--- src/rtl/cb_sched.sv ---
// Round-robin scheduler merging NREQ pulse sources onto one output line.
// Optional `CB_SCHED_BYPASS_EN` lets same-cycle arrivals win arbitration when all queues are empty.
//
// state | meaning (derived from bsy/hi; no separate state register)
// IDLE  | all pending counters zero, hi=0
// ARB   | some counter nonzero, hi=0, one grant issued per cycle
// HOLD  | hi=1, arrivals still counted, no grants
module cb_sched #(
  parameter int NREQ = 4,
  parameter int CW   = 3
) (
  input  logic            ti,
  input  logic            ri,
  input  logic [NREQ-1:0] ai,
  input  logic            hi,
  output logic            abo,
  output logic [NREQ-1:0] go,
  output logic            bsy,
  output logic            ofo
);

  localparam int PW = $clog2(NREQ);
  localparam logic [CW-1:0] PMAX = '1;

  logic [CW-1:0]     pend     [NREQ];
  logic [CW-1:0]     pend_nxt [NREQ];
  logic [PW-1:0]     ptr;
  logic [NREQ-1:0]   pend_nz;
  logic [NREQ-1:0]   cand;
  logic [NREQ-1:0]   drop;
  logic [NREQ-1:0]   gnt_oh;
  logic [2*NREQ-1:0] rot;
  logic [PW:0]       off;
  logic [PW:0]       sum;
  logic              gnt_vld;
  logic [PW-1:0]     gnt_idx;
  logic              any_nxt;

  always_comb begin
    pend_nz = '0;
    for (int i = 0; i < NREQ; i++) pend_nz[i] = (pend[i] != '0);
  end

`ifdef CB_SCHED_BYPASS_EN
  assign cand = (pend_nz == '0) ? ai : pend_nz;
`else
  assign cand = pend_nz;
`endif

  // Rotate so bit 0 is the ptr position; the lowest set bit is the next owner.
  always_comb begin
    rot     = {cand, cand} >> ptr;
    gnt_vld = 1'b0;
    off     = '0;
    for (int k = NREQ - 1; k >= 0; k--) begin
      if (rot[k]) begin
        gnt_vld = 1'b1;
        off     = (PW+1)'(k);
      end
    end
    sum = {1'b0, ptr} + off;
    if (sum >= (PW+1)'(NREQ)) sum = sum - (PW+1)'(NREQ);
    gnt_idx = sum[PW-1:0];
    if (hi) gnt_vld = 1'b0;
  end

  always_comb begin
    gnt_oh = '0;
    for (int i = 0; i < NREQ; i++) gnt_oh[i] = gnt_vld && (gnt_idx == PW'(i));
  end

  always_comb begin
    drop    = '0;
    any_nxt = 1'b0;
    for (int i = 0; i < NREQ; i++) begin
      pend_nxt[i] = pend[i];
      if (ai[i] && !gnt_oh[i]) begin
        if (pend[i] == PMAX) drop[i] = 1'b1;
        else                 pend_nxt[i] = pend[i] + CW'(1);
      end else if (!ai[i] && gnt_oh[i]) begin
        pend_nxt[i] = pend[i] - CW'(1);
      end
      if (pend_nxt[i] != '0) any_nxt = 1'b1;
    end
  end

  always_ff @(posedge ti or posedge ri) begin
    if (ri) begin
      for (int i = 0; i < NREQ; i++) pend[i] <= '0;
      ptr <= '0;
      abo <= 1'b0;
      go  <= '0;
      bsy <= 1'b0;
      ofo <= 1'b0;
    end else begin
      for (int i = 0; i < NREQ; i++) pend[i] <= pend_nxt[i];
      abo <= gnt_vld;
      go  <= gnt_oh;
      bsy <= any_nxt;
      if (drop != '0) ofo <= 1'b1;
      if (gnt_vld) ptr <= (gnt_idx == PW'(NREQ-1)) ? '0 : gnt_idx + PW'(1);
    end
  end

endmodule

--- config.mk ---
export PLATFORM = sky130hd
export DESIGN_NAME = cb_sched
export DESIGN_NICKNAME = d
export VERILOG_FILES = /design/src/rtl/cb_sched.sv
export SDC_FILE = /design/constraint.sdc
export NUM_CORES = 1
export LEC_CHECK = 0
export CORE_UTILIZATION = 40
export CTS_BUF_LIST = sky130_fd_sc_hd__clkbuf_16
export DETAILED_ROUTE_END_ITERATION = 8
export GPL_TIMING_DRIVEN = 0
export PLACE_DENSITY = 0.57
export SLEW_MARGIN = 20
export SYNTH_ARGS = -nofsm -noshare
export SYNTH_HDL_FRONTEND = slang
export SYNTH_SLANG_ARGS = --single-unit
--- constraint.sdc ---
create_clock -name ti -period 5.9 [get_ports ti]
set_input_delay 1.18 -clock ti [delete_from_list [all_inputs] [get_ports ti]]
set_output_delay 1.18 -clock ti [all_outputs]
set_load 0.05 [all_outputs]
== Yosys cells after proc, flatten, opt, wreduce, memory -nomap -nowiden ==
Cells that the tools add are included.
Storage, ports and cells
  output and inout bits: 7
  bits of input ports: 7
  flip-flop bits (word level): 21
Cells by class
  equality and inequality tests: 7
  add/sub/neg operators: 11
  order comparisons: 1
  mux-type cells: 35
  shifts and indexed selects: 1
  reductions and logical operators: 30
Operators with widths (count)
  $mux 3: 15
  $reduce_bool 3->1: 8
  $mux 1: 17
  $add 3x1->3 const B: 4
  $eq 3x3->1 const B: 4
  $logic_and 1x1->1: 12
  $sub 3x1->3 const B: 4
  $logic_not 1->1: 8
  $shr 8x2->4: 1
  $mux 2: 3
  $eq 2x2->1 const B: 2
  $reduce_bool 4->1: 1
  $add 2x3->3: 1
  $ge 3x3->1 const B: 1
  $add 2x1->2 const B: 1
  $eq 2x1->1 const B: 1
  $logic_not 2->1: 1
  $sub 2x1->2 const B: 1

== Logic depth before layout (Yosys ltp) ==
Gate-level depths: netlist of run 1.
  depth after elaboration: 19
  depth in mapped cells: 18

== Least setup slack after synthesis of run 1 ==
No wires, ideal clock.
  path type: flip-flop to flip-flop
  start point: reg pend[3] (netlist bit)
  end point: reg bsy
  cell stages (with the launch flop): 17
  arrival: 3207 ps
  period minus slack after synthesis: 3343 ps
  path slack: 2557 ps
  library setup time: 136 ps
  path through: dfrtp_1 -> inv_1 -> ha_1 -> nand2b_1 -> a2111o_1 -> nand3_1 -> ha_1 -> xnor2_1 -> ha_1 -> o211ai_1 -> a21boi_1 -> a21oi_1 -> xnor2_1 -> nor3_1 -> nand4_1 -> nor4_1 -> nand4b_1
RTL lines
  from (decl): RTL line 25  | logic [CW-1:0] pend [NREQ];
  to (signal assigned): RTL line 99  | bsy <= any_nxt;
  to (decl): RTL line 18  | output logic bsy,

==> impl_results.rst, run 1 <==
.. list-table::
   :header-rows: 1

   * - Metric
     - Value
   * - Maximum level of the CTS H-tree
     - 1
   * - Count of final hold-check violations
     - 0
   * - Fin nets
     - around 220
   * - Relative slew margins
     - ~45%
   * - Critical path buffer and inverter count
     - 1
   * - Fraction of synthesized cell area taken by the top area cell type
     - a little over 30%
   * - Antenna-violating nets left
     - 0
   * - Post-synth top flop
     - dfrtp_1
   * - Global-route congestion overflow total
     - 0
   * - Min Tclk post-route
     - between 4 and 5 ns
   * - Max Clk Rate
     - roughly 240 MHz
   * - Cell leakage power
     - ~0.9 nW
   * - Remaining routing DRC violations
     - 0
   * - Clk pin slew, worst setup/hold paths
     - around 0.06 ns
   * - Accumulated negative setup slack
     - 0 ns
   * - Core area
     - between 4000 and 5000 sq um
   * - Final weighted congestion in routability-driven placement
     - 0.7796
   * - Worst vdd ir
     - around 210 uV
   * - Fraction of final layout cells with drive strength greater than 1
     - between 10% and 20%
   * - 1st-iter DRT viols
     - 45
   * - List of most frequent post-synthesis cells
     - dfrtp_1, inv_1, nor2_1
   * - Area growth syn-to-layout
     - 13.65%
   * - Number of warnings printed during yosys synthesis
     - 0
   * - Chip Height
     - 67.30 microns
   * - Count of input and output buffers
     - 9
   * - Drt via density
     - approximately 5.4
   * - Count of clock tree sinks
     - 21
   * - Num CTS Buffers
     - 3
   * - Placed instance area
     - about 1900 sq um
   * - Post-layout instance count excluding filler cells
     - around 250
   * - Floorplan die width
     - a little under 70 microns
   * - Share of the clock period used by the worst path after layout
     - a little over two thirds
   * - Kind of start point of the critical path
     - flop
   * - Overall Global Routing Usage
     - roughly 17%
   * - Arrival time at the worst endpoint
     - 4.23 ns
   * - CTS hold repair buffers
     - 0
   * - Layout Cell Area excl Fill
     - 1938 sq um
   * - Flip-flop and latch count after synthesis
     - 21
   * - Transition time of the tightest slew-check pin
     - just over 0.8 ns
   * - Worst setup slack after layout
     - about 1.8 ns
   * - I/O pin cnt
     - 14
   * - Via count
     - between 1000 and 1500
   * - First-pass GRT wire length
     - 5.713 mm
   * - Largest net degree at the start of global routing
     - 22
   * - Outcome
     - completed
   * - RSZ-0062 raised after global routing
     - false
   * - Post-CTS resize count
     - 0
   * - Highest fanout seen on the critical path
     - 7
   * - Root buffer cell
     - clkbuf_16
   * - Required time at the endpoint of the critical path
     - between 6 and 7 ns
   * - Critical Path Sink Type
     - flop
   * - Cell type with the highest occurrence count on the critical path
     - ha_1
   * - Setup CP Type
     - reg2reg
   * - Family of cells with the greatest summed delay on the critical path
     - compound AO/OA/AOI/OAI gates
   * - Class of the tightest hold or removal check
     - reg2reg
   * - Number of placed instances with taps included
     - around 240
   * - Final count of pins violating max slew
     - 0
   * - Max-cap violations
     - 0
   * - Synthesized instance count
     - approximately 180
   * - Fraction of the core area covered by cells at the end of the flow
     - between 40% and 50%
   * - Largest buffer count on any clock path
     - 2
   * - Total power per unit cell area
     - 543.0 nW/um^2
   * - Count of flip-flops with a built-in enable after synthesis
     - 0
   * - Cell Rows
     - 23
   * - Largest area contributor in the synthesized netlist
     - dfrtp_1
   * - Antenna violations before repair
     - 0
   * - Vias in the first global route
     - roughly 1200
   * - Setup repair bufs after CTS
     - 0
   * - Area of the mapped netlist
     - about 1700 sq um
   * - Total detailed-routing wirelength
     - approximately 3.4 mm
   * - Most used standard cell by instance count after synthesis
     - dfrtp_1
   * - Number of unique standard cell types used by synthesis
     - 57
   * - Slowest cell on the critical path
     - dfrtp_1
   * - CTS tree
     - done
   * - Net Count, Synth
     - between 200 and 250
   * - Async SR Flop Fraction
     - 100.0%
   * - Final setup vio count
     - 0
   * - Maximum clock skew at final layout
     - ~0.006 ns
   * - Portion of the post-synthesis area used by sequential elements
     - 30.81%
   * - DP Worst Slack
     - 1.708 ns
   * - Area of the die
     - around 4500 sq um
   * - Synth area leaders
     - dfrtp_1, ha_1, mux2i_1
   * - Per-instance average area after synthesis
     - between 9 and 10 sq um
   * - Diode insertion count for antenna repair
     - 0
   * - Slowest Stage Delay on Critical Path
     - ~0.44 ns
   * - Starting Density
     - a little over two fifths
   * - Estimated wirelength of the detail-placed design
     - approximately 2.7 mm
   * - Pre-Repair DR Iteration Count
     - 4
   * - Cell-by-cell listing of the critical path
     - inv_1 -> ha_1 -> nand2b_1 -> o311ai_0 -> o21ai_0 -> nand3_1 -> ha_1 -> xnor2_1 -> ha_1 -> o211ai_1 -> a21boi_1 -> a21oi_1 -> xnor2_1 -> nor3_1 -> nand4_1 -> nor4_1 -> nand4b_1
   * - Average detailed-routed wire length per instance
     - ~14 microns
   * - Clock latency of the later-clocked register in the worst-skew pair
     - about 0.26 ns
[layer usage]
layer / GRT usage [%] / up-vias / wire [microns]
met5: 0 / - / 0
li1: - / 676 / -
met2: 28.38 / 8 / 1596
met4: 7.181 / 0 / 63
met1: 21.98 / 631 / 1678
met3: 2.872 / 5 / 58
[state kept, by name, summed over array words and instances, names as in the netlist]
register / flops
bsy: 1
ptr: 2
abo: 1
go: 4
pend: 12
ofo: 1
[cell type report]
class / instances / area [sq um]
Buffer: 7 / 48.80
Clock inverter: 1 / 5.005
Tap cell: 50 / 62.56
Sequential cell: 21 / 525.5
Clock buffer: 3 / 75.07
Fill cell: 394 / 2120
Inverter: 20 / 75.07
Timing Repair Buffer: 9 / 90.09
Multi-Input combinational cell: 134 / 1056
[logic make-up (layout without fill, tap and decap cells)]
family / Yosys count / after routing / synth area share, %
compound gates: 32 / 32 / 14.01
xor+xnor: 5 / 5 / 2.568
fa+ha+maj: 15 / 15 / 11.01
buf+inv: 27 / 40 / 7.263
flops: 21 / 21 / 30.81
mux: 13 / 13 / 9.318
simple gates: 69 / 69 / 25.02
[worst reg2reg max path, cell delays in order (launching register included)]
cell and delay, ns:
dfrtp_1 0.44, inv_1 0.16, ha_1 0.24, nand2b_1 0.13, o311ai_0 0.28, o21ai_0 0.16
nand3_1 0.15, ha_1 0.36, xnor2_1 0.16, ha_1 0.24, o211ai_1 0.26, a21boi_1 0.31
a21oi_1 0.12, xnor2_1 0.16, nor3_1 0.27, nand4_1 0.14, nor4_1 0.25, nand4b_1 0.14
[metrics by stage]
| stage | total power, mW | hold slack (ns) |
|---|---|---|
| final | 1.052 | 0.5052 |
| after global routing | 1.150 | 0.5572 |
| after CTS | 1.062 | 0.5170 |
| after detailed placement | 0.9120 | 0.5032 |
| after global placement | 0.8827 | 0.4950 |
| after floorplan | 0.7731 | 0.4943 |
[where the power goes]
group	switching (mW)	leakage, nW	internal [mW]
Sequential	0.0506	0.239	0.199
Combinational	0.374	0.617	0.283
Clock	0.0555	0.0409	0.0912
Total	0.480	0.897	0.573
[layout by cell type, fill, tap and decap left out, drive strengths merged, types with 3 or more instances in the layout]
cell           count
mux2               3
nor2              18
mux2i             10
a21oi              8
inv               20
buf                3
nand2             11
nand3              9
clkdlybuf4s50      9
nor3               3
dfrtp             21
and3               3
nand4              8
o21ai              8
clkbuf             7
ha                15
xnor2              4
[final timing paths]
check,startpoint,cells past startpoint,slack (ns),end
max,pend[3],17,1.79,bsy
min,ofo,2,0.51,ofo
max reg2reg,pend[3],17,1.79,bsy
min reg2reg,ofo,2,0.51,ofo
max in group asynchronous,ri,2,4.00,pend[7]
min in group asynchronous,ri,2,1.39,go[1]
(Power assumes the default switching activity.)
==> run 2: changes to the inputs <==
Clock period 5.9 ns to 4.1 ns, I/O delays scaled along.
==> impl_results.rst, run 2 (same netlist as run 1, synthesis figures left out) <==
.. list-table::
   :header-rows: 1

   * - Metric
     - Value
   * - Diode insertion count for antenna repair
     - 0 (unchanged)
   * - Kind of start point of the critical path
     - flop
   * - I/O pin cnt
     - 14 (unchanged)
   * - Total detailed-routing wirelength
     - 3.540 mm (+4.2%)
   * - Count of final hold-check violations
     - 0 (unchanged)
   * - Floorplan die width
     - 67.30 microns (unchanged)
   * - Global routing met3 resource utilization
     - 2.872% (unchanged)
   * - Core area
     - 4058 sq um (unchanged)
   * - Required time at the endpoint of the critical path
     - 4.22 ns (-1.80 ns)
   * - CP startpoint
     - pend[3]
   * - Root buffer cell
     - clkbuf_16
   * - CTS hold repair buffers
     - 0 (unchanged)
   * - Total power per unit cell area
     - 793.5 nW/um^2 (+46%)
   * - Count of clock tree sinks
     - 21 (unchanged)
   * - Average detailed-routed wire length per instance
     - 14.33 microns (+3.4%)
   * - Remaining routing DRC violations
     - 0 (unchanged)
   * - Setup CP Type
     - reg2reg
   * - Critical Path Sink Type
     - flop
   * - RSZ-0062 raised after global routing
     - false
   * - Overall Global Routing Usage
     - 17.31% (+0.14 points)
   * - Post-Route Hold Slack
     - 0.5065 ns (+0.001266 ns)
   * - Fraction of the core area covered by cells at the end of the flow
     - 48.94% (+1.2 points)
   * - Global-route congestion overflow total
     - 0 (unchanged)
   * - Outcome
     - completed
   * - Largest net degree at the start of global routing
     - 22 (unchanged)
   * - Highest-count cells in the layout ignoring fill and taps
     - dfrtp_1, inv_1, nor2_1, ha_1, nand2_1
   * - Slowest cell on the critical path
     - dfrtp_1
   * - Worst setup slack after layout
     - 0.3619 ns (-1.427 ns)
   * - Leading registers by flop count
     - pend x12, go x4, ptr x2
   * - Chip Height
     - 67.30 microns (unchanged)
   * - Vias in the first global route
     - 1260 (+1.3%)
   * - Maximum level of the CTS H-tree
     - 1 (unchanged)
   * - Final setup vio count
     - 0 (unchanged)
   * - Final weighted congestion in routability-driven placement
     - 0.7796 (unchanged)
   * - Worst Hold Launch
     - ofo
   * - Class of the tightest hold or removal check
     - reg2reg
   * - Area growth syn-to-layout
     - 16.43%
   * - Number of placed instances with taps included
     - 241 (unchanged)
   * - Estimated wirelength of the detail-placed design
     - 2.681 mm (unchanged)
   * - Arrival time at the worst endpoint
     - 3.86 ns (-0.37 ns)
   * - Cell leakage power
     - 0.9068 nW (+1.0%)
   * - Layout Cell Area excl Fill
     - 1986 sq um (+2.5%)
   * - CTS tree
     - done
   * - Share of the clock period used by the worst path after layout
     - 91.17% (+21 points)
   * - First-pass GRT wire length
     - 5.768 mm (+0.96%)
   * - Via count
     - 1347 (+2.0%)
   * - Clk pin slew, worst setup/hold paths
     - 0.06 ns (about the same)
   * - Placed instance area
     - 1858 sq um (unchanged)
   * - Clock latency of the later-clocked register in the worst-skew pair
     - 0.26 ns (about the same)
   * - Min Tclk post-route
     - 3.738 ns (-0.3731 ns)
   * - Accumulated negative setup slack
     - 0 ns (unchanged)
   * - Worst vdd ir
     - 298.6 uV (+44%)
   * - Met1 Use GR
     - 21.98% (unchanged)
   * - Maximum clock skew at final layout
     - 0.004877 ns (-0.001068 ns)
   * - 1st-iter DRT viols
     - 34 (-24%)
   * - Num CTS Buffers
     - 3 (unchanged)
   * - Most common library cell in the layout ignoring fill and taps
     - dfrtp_1
   * - Cell Rows
     - 23 (unchanged)
   * - Count of input and output buffers
     - 9 (unchanged)
   * - Fin nets
     - 220 (+0.92%)
   * - Cell-by-cell listing of the critical path
     - inv_1 -> ha_1 -> nand2b_1 -> nand3_1 -> o31ai_1 -> o21ai_0 -> nand3_1 -> ha_4 -> xnor2_1 -> ha_2 -> o211ai_1 -> a21boi_2 -> a21oi_1 -> xnor2_1 -> nor3_2 -> nand4_1 -> nor4_2 -> nand4b_1
   * - Filler cell count in the final layout
     - 397 (+0.76%)
   * - Critical path buffer and inverter count
     - 1 (unchanged)
   * - Slowest Stage Delay on Critical Path
     - 0.44 ns (about the same)
   * - Post-layout instance count excluding filler cells
     - 247 (+0.82%)
   * - GR peak layer
     - met2
   * - Relative slew margins
     - 44.97% (about the same)
   * - Antenna-violating nets left
     - 0 (unchanged)
   * - Largest buffer count on any clock path
     - 2 (unchanged)
   * - Area of the die
     - 4529 sq um (unchanged)
   * - Antenna violations before repair
     - 0 (unchanged)
   * - Largest Register
     - pend
   * - Total power after layout
     - 1.576 mW (+50%)
   * - Flip-flop count of the largest register after layout
     - 12 (unchanged)
   * - Max Clk Rate
     - 267.5 MHz (+10%)
   * - Drt via density
     - 5.453 (+1.2%)
   * - Starting Density
     - 42.03% (unchanged)
   * - Family of cells with the greatest summed delay on the critical path
     - simple AND/OR/NAND/NOR gates
   * - Final count of pins violating max slew
     - 0 (unchanged)
   * - Fraction of final layout cells with drive strength greater than 1
     - 16.75% (+3.9 points)
   * - Pre-Repair DR Iteration Count
     - 6 (+2)
   * - DP Worst Slack
     - -0.09222 ns (-1.800 ns)
   * - Highest fanout seen on the critical path
     - 6 (-1)
   * - Max-cap violations
     - 0 (unchanged)
   * - Transition time of the tightest slew-check pin
     - 0.8246 ns (-0.0005355 ns)
   * - Launching point of the worst reg2reg path
     - pend[3]
   * - Met2 layer usage reported by global route
     - 28.88% (+0.50 points)
-- run 2: changes by cell type in the layout (fill, tap and decap cells not counted), sizes merged --
cell  before  now
buf        3    5
-- run 2: layer usage --
layer	wire (microns)	vias to the layer above
met5	0	-
li1	-	677
met3	61	5
met2	1708	10
met1	1708	655
met4	63	0
-- run 2: path summary, 6_finish.rpt --
check	endpoint	slack (ns)	cells after the start
max in group asynchronous	pend[7]	2.56	2
min	ofo	0.51	2
min in group asynchronous	go[1]	1.03	2
max	bsy	0.36	18
min reg2reg	ofo	0.51	2
max reg2reg	bsy	0.36	18
-- run 2: tightest hold or removal path, stage by stage (launching register included) --
cell	delay, ns
dfrtp_1	0.34
a41oi_1	0.05
nand4_1	0.08
-- run 2: repair_timing --
item / CTS / global route
pin swaps: 1 / 0
setup endpoints to repair: 1 / 1
gates resized for setup: 1 / 6
setup buffers: 2 / 0
-- run 2: final cells by class --
type | count | area [sq um] | share of cell area (%)
plain buffers | 7 | 48.80 | 2.457
clock buffers | 3 | 75.07 | 3.781
clock inverters | 1 | 5.005 | 0.2520
inverters | 20 | 75.07 | 3.781
multi-input cells | 134 | 1089 | 54.82
flip-flops and latches | 21 | 525.5 | 26.47
well taps | 50 | 62.56 | 3.151
repair buffers | 11 | 105.1 | 5.293
-- run 2: power by group --
| part | switching (mW) | total, mW | leakage, nW | internal, mW |
|---|---|---|---|---|
| Combinational | 0.562 | 1.00 | 0.627 | 0.442 |
| Sequential | 0.0758 | 0.362 | 0.239 | 0.286 |
| Clock | 0.0791 | 0.210 | 0.0409 | 0.131 |
| Total | 0.716 | 1.58 | 0.907 | 0.859 |
